[config.mk]
export PLATFORM = sky130hd
export DESIGN_NAME = calc_host_seq
export DESIGN_NICKNAME = d
export VERILOG_FILES = /design/src/rtl/calc_pkg.sv /design/src/rtl/calc_op_fifo.sv /design/src/rtl/calc_host_seq.sv
export SDC_FILE = /design/constraint.sdc
export NUM_CORES = 1
export LEC_CHECK = 0
export ABC_CLOCK_PERIOD_IN_PS = 3200
export CAP_MARGIN = 10
export CORE_MARGIN = 2
export CORE_UTILIZATION = 54
export DETAILED_ROUTE_END_ITERATION = 10
export PLACE_DENSITY = 0.79
export SYNTH_ARGS = -nofsm -noshare
export SYNTH_HDL_FRONTEND = slang
export SYNTH_SLANG_ARGS = --single-unit
[constraint.sdc]
create_clock -name clock -period 3.2 [get_ports clock]
set_input_delay 0.32 -clock clock [delete_from_list [all_inputs] [get_ports clock]]
set_output_delay 0.32 -clock clock [all_outputs]
set_load 0.1 [all_outputs]
[src/rtl/calc_pkg.sv]
// rtl/calc_pkg.sv - shared state encoding and default width for the calc host sequencer
package calc_pkg;

    localparam int CALC_W = 8;

    typedef enum logic [1:0] {
        IDLE  = 2'b00,
        ISSUE = 2'b01,
        WAIT  = 2'b10
    } calc_state_e;

endpackage

[src/rtl/calc_op_fifo.sv]
// rtl/calc_op_fifo.sv - synchronous operand FIFO feeding the calc engine issue stage
module calc_op_fifo #(
    parameter int W     = 8,
    parameter int DEPTH = 4
) (
    input  logic         clock,
    input  logic         reset,
    input  logic         wr,
    input  logic [W-1:0] wr_data,
    input  logic         rd,
    output logic [W-1:0] rd_data,
    output logic         full,
    output logic         empty
);

    localparam int            AW       = (DEPTH > 1) ? $clog2(DEPTH) : 1;
    localparam logic [AW:0]   FULL_CNT = (AW+1)'(DEPTH);

    logic [W-1:0]  mem [DEPTH];
    logic [AW-1:0] wr_ptr;
    logic [AW-1:0] rd_ptr;
    logic [AW:0]   count;
    logic          wr_en;
    logic          rd_en;

    assign full    = (count == FULL_CNT);
    assign empty   = (count == '0);
    assign rd_en   = rd & !empty;
    // A pop in the same cycle frees the head slot, so a write while full is still accepted.
    assign wr_en   = wr & (!full | rd_en);
    assign rd_data = mem[rd_ptr];

    always_ff @(posedge clock) begin
        if (wr_en) begin
            mem[wr_ptr] <= wr_data;
        end
    end

    always_ff @(posedge clock or negedge reset) begin
        if (!reset) begin
            wr_ptr <= '0;
            rd_ptr <= '0;
            count  <= '0;
        end else begin
            if (wr_en) begin
                wr_ptr <= wr_ptr + AW'(1);
            end
            if (rd_en) begin
                rd_ptr <= rd_ptr + AW'(1);
            end
            case ({wr_en, rd_en})
                2'b10:   count <= count + (AW+1)'(1);
                2'b01:   count <= count - (AW+1)'(1);
                default: count <= count;
            endcase
        end
    end

endmodule

[src/rtl/calc_host_seq.sv]
// rtl/calc_host_seq.sv - issues buffered operands to the calc engine and holds its result for a reader
module calc_host_seq
    import calc_pkg::*;
#(
    parameter int W       = CALC_W,
    parameter int DEPTH   = 4,
    parameter int TIMEOUT = 64
) (
    input  logic         clock,
    input  logic         reset,
    input  logic         x_wr,
    input  logic [W-1:0] x_in,
    output logic         x_full,
    output logic         eng_in_valid,
    output logic [W-1:0] eng_x,
    input  logic         eng_out_valid,
    input  logic [W-1:0] eng_res,
    output logic         res_valid,
    output logic [W-1:0] res_data,
    input  logic         res_ready,
    output logic         busy,
    output logic         timeout_err
);

    localparam int            TW         = $clog2(TIMEOUT) + 1;
    localparam logic [TW-1:0] TIMER_LAST = TW'(TIMEOUT - 1);

    calc_state_e   state;
    calc_state_e   state_nxt;
    logic [TW-1:0] timer;
    logic          pop;
    logic          res_set;
    logic          timed_out;
    logic          fifo_empty;
    logic [W-1:0]  fifo_head;

    calc_op_fifo #(
        .W     (W),
        .DEPTH (DEPTH)
    ) u_fifo (
        .clock   (clock),
        .reset   (reset),
        .wr      (x_wr),
        .wr_data (x_in),
        .rd      (pop),
        .rd_data (fifo_head),
        .full    (x_full),
        .empty   (fifo_empty)
    );

    assign eng_in_valid = (state == ISSUE);
    assign busy         = (state == ISSUE) || (state == WAIT);

    always_comb begin
        state_nxt = state;
        pop       = 1'b0;
        res_set   = 1'b0;
        timed_out = 1'b0;
        case (state)
            ISSUE: state_nxt = WAIT;
            WAIT: begin
                // A result arriving on the last allowed cycle still wins over the timeout.
                if (eng_out_valid) begin
                    res_set   = 1'b1;
                    state_nxt = IDLE;
                end else if (timer == TIMER_LAST) begin
                    timed_out = 1'b1;
                    state_nxt = IDLE;
                end
            end
            default: begin
                // The engine cannot be stalled, so only issue once the result slot is free.
                if (!fifo_empty && !res_valid) begin
                    pop       = 1'b1;
                    state_nxt = ISSUE;
                end
            end
        endcase
    end

    always_ff @(posedge clock or negedge reset) begin
        if (!reset) begin
            state       <= IDLE;
            timer       <= '0;
            eng_x       <= '0;
            res_valid   <= 1'b0;
            res_data    <= '0;
            timeout_err <= 1'b0;
        end else begin
            state <= state_nxt;
            if (pop) begin
                timer <= '0;
                eng_x <= fifo_head;
            end else if (busy) begin
                timer <= timer + TW'(1);
            end
            if (res_set) begin
                res_valid <= 1'b1;
                res_data  <= eng_res;
            end else if (res_ready) begin
                res_valid <= 1'b0;
            end
            if (timed_out) begin
                timeout_err <= 1'b1;
            end
        end
    end

endmodule

* After elaboration in Yosys (flattened, before gate mapping) *
Memories as Yosys holds them, arrays and structs flattened. A register that Yosys moved wholly into a read port is not among the register bits.
Index checks and enable logic that the tools add are counted.

storage, ports and cells
  bits in registers = 26
  RAM bits = 32
  bits of input ports = 21
  output and inout bits = 21
  word-level logic and storage cells = 55
  memories kept = 1

memories
  memory      words  width  read ports  clocked after memory_dff  wr ports  line                source
  u_fifo.mem  4      8      1           1                         1         calc_op_fifo.sv:19  logic [W-1:0] mem [DEPTH];

operators by class
  $add $sub $neg = 5
  equal/unequal tests = 7
  muxes and demuxes = 18
  bitwise gates (word level) = 3
  reductions and logical operators = 13

operator list
  cell                                              count
  2-to-1 mux 7 bit                                  2
  2-to-1 mux 1 bit                                  11
  adder 7 x 1 -> 7 bit, second input constant       1
  == test 7 x 6 -> 1 bit, second input constant     1
  2-to-1 mux 2 bit                                  3
  case mux 3 bit (2 select lines)                   1
  nonzero test 2 bit                                3
  adder 2 x 1 -> 2 bit, second input constant       2
  == test 2 x 1 -> 1 bit, second input constant     2
  == test 2 bit, second input constant              2
  zero test 1 bit                                   4
  case mux 2 bit (2 select lines)                   1
  adder 3 x 1 -> 3 bit, second input constant       1
  == test 3 bit, second input constant              1
  zero test 3 bit                                   1
  != test 3 x 2 -> 1 bit, second input constant     1
  nonzero test 3 bit                                1
  subtractor 3 x 1 -> 3 bit, second input constant  1
  AND 1 bit                                         2
  AND reduction 2 bit                               1
  OR reduction 2 bit                                1
  logical AND 1 bit                                 1
  logical OR 1 bit                                  1
  OR 1 bit                                          1

* Depth between registers and ports, before layout *
  depth in word-level cells = 10
  gate-level depth with buffers = 10
  mapped depth without buffers = 9

* Modules after synthesis *
A second synthesis with hierarchy kept.

second synthesis, totals
  cells, all modules = 199
  area, all modules = 2827.7 um^2

modules (own cells, without submodules)
  module         times used  cells an instance  area each (um^2)  sequential area each (um^2)
  calc_op_fifo   1           96                 1677.9            1136.1
  calc_host_seq  1           103                1149.9            675.6

* Least setup slack after synthesis *
No wires, ideal clock.

  path type = register to register
  start = register res_valid
  end = register u_fifo.count[2]
  setup time = 0.124 ns
  arrival time = 2.329 ns
  data required time = 3.076 ns
  slack = 0.747 ns
  stages on the path, launching flop included = 8
  path buffers = 0
  period minus slack after synthesis = 2.453 ns
  cell sequence = dfrtp_1 -> nor3b_1 -> nand2_1 -> fa_1 -> nand2b_1 -> nand2b_1 -> a21boi_0 -> a211o_1

on the way
  cells in the longest elaborated chain, start to end = 9
  elaborated cells between the ends (all ways) = 11
  those cells by class = 2 x eq/ne; 3 x mux; 3 x bitwise; 3 x reduce/logical

ends and longest elaborated chain
  item                                                                   line                  source
  start: declaration                                                     calc_host_seq.sv:18   output logic res_valid,
  start signal: assignment                                               calc_host_seq.sv:86   res_valid <= 1'b0;
  start signal: assignment                                               calc_host_seq.sv:98   res_valid <= 1'b1;
  start signal: assignment                                               calc_host_seq.sv:101  res_valid <= 1'b0;
  zero test 1 bit (*)                                                    calc_host_seq.sv:73   if (!fifo_empty && !res_valid) begin
  logical AND 1 bit (*)                                                  calc_host_seq.sv:73
  2-to-1 mux 1 bit (*)                                                   calc_host_seq.sv:73
  2-to-1 mux 1 bit (*)                                                   calc_host_seq.sv:59   case (state)
  AND 1 bit (*)                                                          calc_op_fifo.sv:28    assign rd_en = rd & !empty;
  OR 1 bit                                                               calc_op_fifo.sv:30    assign wr_en = wr & (!full | rd_en);
  AND 1 bit                                                              calc_op_fifo.sv:30
  == test 2 x 1 -> 1 bit or == test 2 bit (tied branches)                calc_op_fifo.sv:51    case ({wr_en, rd_en})
  case mux 3 bit (2 select lines) or nonzero test 2 bit (tied branches)  -
  end signal: assignment                                                 calc_op_fifo.sv:52    2'b10: count <= count + (AW+1)'(1);
  end signal: assignment                                                 calc_op_fifo.sv:53    2'b01: count <= count - (AW+1)'(1);
  end signal: assignment                                                 calc_op_fifo.sv:54    default: count <= count;
  end: declaration                                                       calc_op_fifo.sv:22    logic [AW:0] count;

Every way passes the cells marked *; elsewhere a longest branch is shown, timed or not.
A chain may end at the register's enable or synchronous reset.

* Worst setup path after layout *
  start = register state[0]
  end = register u_fifo.count[2]

on the way
  cells in the longest elaborated chain, start to end = 8
  elaborated cells between the ends (all ways) = 11
  those cells by class = 4 x eq/ne; 2 x mux; 3 x bitwise; 2 x reduce/logical

ends and longest elaborated chain
  item                                                                   line                 source
  start: declaration                                                     calc_host_seq.sv:28  calc_state_e state;
  start signal: assignment                                               calc_host_seq.sv:90  state <= state_nxt;
  == test 2 x 1 -> 1 bit or == test 2 bit (tied branches)                calc_host_seq.sv:59
  OR reduction 2 bit (no source line) (*)                                -
  2-to-1 mux 1 bit (*)                                                   calc_host_seq.sv:59
  AND 1 bit (*)                                                          calc_op_fifo.sv:28
  OR 1 bit                                                               calc_op_fifo.sv:30
  AND 1 bit                                                              calc_op_fifo.sv:30
  == test 2 x 1 -> 1 bit or == test 2 bit (tied branches)                calc_op_fifo.sv:51
  case mux 3 bit (2 select lines) or nonzero test 2 bit (tied branches)  -

Marked as above.

==> reports/summary.txt <==
status: complete, no violations
layout cells sized above 1: 0.254
Initial Util: 0.562
FMAX: 0.384 GHz
largest net degree at the start of global routing: 35
unrepaired setup endpoints after global routing: false
H-tree level count: 3
RD Place Congestion: 0.801
full die area: 5950 um2
Layout Skew: 0.0104 ns
Design Area, Final: 3550 um2
Synth Area in XOR/XNOR: 0.0182
I/O Buffers: 41
YS warnings: 0
Worst setup EP type: register
mean post-synth cell area: 15.8 um2
DIE WIDTH: 77.1 um
antenna violations before repair: 0
Syn Std Cell Area: 2890 um2
register bit total from synthesis: 66
DRC: 0
Detailed Place HPWL: 3350 um
Row Count: 26
setup tns final: 0 ns
Pins Over Slew Limit: 0
Placeable Area: 5140 um2
clock-pin slew on the worst setup and hold paths: 0.08 ns
post-synthesis sequential area ratio: 0.627
post-place instance area: 3350 um2
Worst EP required: 3.42 ns
Ports: 42
post-synthesis simple-gate area fraction: 0.0767
Layout Nets: 260
min-delay worst type: primary input to async pin
post-synthesis adder-cell area fraction: 0.0372
vias in the first global route: 1699
post_cts resized: 0
WS Path Type: register to register
Post-Synthesis Cells: 183
Synth cell types: 49
actual slew at the worst max-slew pin: 0.992 ns
combinational family with the most area after synthesis: multiplexers
max_cap viols: 0
slew margin rel.: 0.337
utilization after layout: 0.690
DR vias/cell: 5.39
via count: 1649
post-layout min period: 2.61 ns
Hold Fails Final Rpt: 0
Tot GR Track Use: 0.186
FF/Latch Area: 1810 um2
total grt overflow: 0
Clock Sinks: 66
hold_ws: 0.393 ns
arrival time of the worst setup path: 2.83 ns
setup violators final: 0
Final period util: 0.815
Max clock buf depth: 2
crit path max fanout: 11
buffers inserted by post-CTS timing repair: 0
Worst setup SP type: register
Area Overhead vs Synth: 22.8%
DIE HEIGHT: 77.1 um
fillers: 385
Multi-input gate area: 997 um2
first-pass GRT wire length: 8370 um
Clock Tree Root: clkbuf_8
TritonRoute pass-1 iters: 4
Wirelength per Cell: 15.6 um
# hold bufs at CTS: 0
Net Count, Synth: 212
post-route ant nets: 0
post-synthesis compound-gate area fraction: 0.0676
CTS Buf Count: 9
CTS tree: yes
Skew-Pair Late Insertion Delay: 0.34 ns
multiplexer share of the synthesized area: 0.146
detailed router's first-iteration violation count: 130
diode count: 0
routed wire length: 4770 um
## layout make-up
| cell class | count | share of cell area |
|---|---|---|
| inverters | 9 | 0.00952 |
| repair buffers | 43 | 0.117 |
| flip-flops and latches | 66 | 0.511 |
| clock buffers | 10 | 0.0388 |
| well taps | 70 | 0.0247 |
| clock inverters | 6 | 0.0183 |
| multi-input cells | 102 | 0.281 |
## cell families (layout without fill, tap and decap cells)
| logic type | after synthesis | in the layout |
|---|---|---|
| AO/OA/AOI/OAI | 26 | 26 |
| XOR/XNOR | 6 | 6 |
| adder cells (fa/ha/maj) | 8 | 8 |
| buffers and inverters | 15 | 68 |
| flip-flops | 66 | 66 |
| multiplexers | 27 | 27 |
| AND/OR/NAND/NOR | 35 | 35 |
## critical path, cell delays in order (launching register included)
cell and delay [ns]:
dfrtp_1 0.37, inv_1 0.05, ha_1 0.51, nor3b_1 0.31
nand2_1 0.12, fa_1 0.40, nand2b_1 0.17, nand2b_1 0.15
a21boi_0 0.13, a211o_1 0.29
## placed cells by master (no fill, tap or decap), types with 2 or more instances in the layout
cell type / n
clkdlybuf4s50_1: 37
dfrtp_1: 34
edfxtp_1: 32
mux2_2: 12
clkbuf_8: 10
inv_1: 9
mux4_2: 8
nand2_1: 7
mux2_4: 7
ha_1: 7
o21ai_0: 6
buf_4: 6
and2_1: 4
xnor2_1: 4
nor2_1: 3
nor3_1: 3
nor2b_1: 3
xor2_1: 2
o31ai_1: 2
nand2b_1: 2
nand3b_1: 2
a21oi_1: 2
a22o_2: 2
a31oi_1: 2
clkinv_2: 2
## stage by stage
stage	instances	worst slack [ns]
2_1_floorplan	183	0.747
3_3_place_gp	290	0.700
3_5_place_dp	290	0.592
4_1_cts	306	0.573
5_1_grt	306	0.353
6_report	306	0.593
## layer usage
layer | routed length [um] | GRT usage
met3 | 211 | 0.0588
met4 | 104 | 0.0964
met1 | 2220 | 0.245
met5 | 0 | 0
met2 | 2230 | 0.279
## state kept, by name, indices dropped and copies added, names as in the netlist
signal and count:
u_fifo.count 3, state 2, timeout_err 1, u_fifo.wr_ptr 2
eng_x 8, res_data 8, u_fifo.mem 32, timer 7
u_fifo.rd_ptr 2, res_valid 1
## cells in the mapped netlist (all sizes together)
cell	n	area share
o21a	2	0.0056
xor2	2	0.0061
nor3	4	0.011
a21boi	1	0.0026
nand4	1	0.0022
edfxtp	32	0.33
nand2b	3	0.0091
xnor2	4	0.012
nor2	4	0.0061
fa	1	0.0069
o221ai	1	0.0030
a31oi	2	0.0043
nand3b	2	0.0052
o31ai	3	0.013
dfrtp	34	0.29
o211ai	1	0.0026
buf	5	0.015
a211o	1	0.0030
o21ai	7	0.012
or3	1	0.0022
mux4	8	0.062
o21bai	1	0.0026
inv	9	0.012
clkbuf	1	0.0013
a21oi	3	0.0065
ha	7	0.030
nand3	2	0.0052
and3	1	0.0022
and2	4	0.0087
mux2	19	0.083
nand2	8	0.011
a21o	1	0.0026
nor2b	4	0.011
nor3b	1	0.0026
a22o	3	0.010
## worst paths after layout
path / startpoint / end / slack, ns / cells after the start
max: state[0]$_DFFE_PN0P_ / u_fifo.count[2]$_DFFE_PN0P_ / 0.59 / 9
min: reset / res_valid$_DFFE_PN0P_ / 0.39 / 2
min in group clock: timeout_err$_DFFE_PN0P_ / timeout_err$_DFFE_PN0P_ / 0.46 / 1
min reg2reg: timeout_err$_DFFE_PN0P_ / timeout_err$_DFFE_PN0P_ / 0.46 / 1
max reg2reg: state[0]$_DFFE_PN0P_ / u_fifo.count[2]$_DFFE_PN0P_ / 0.59 / 9
max in group asynchronous: reset / eng_x[3]$_DFFE_PN0N_ / 2.49 / 2
Power is not shown: default switching activity piles up to over one toggle a cycle in this logic, so the estimate is an artifact.
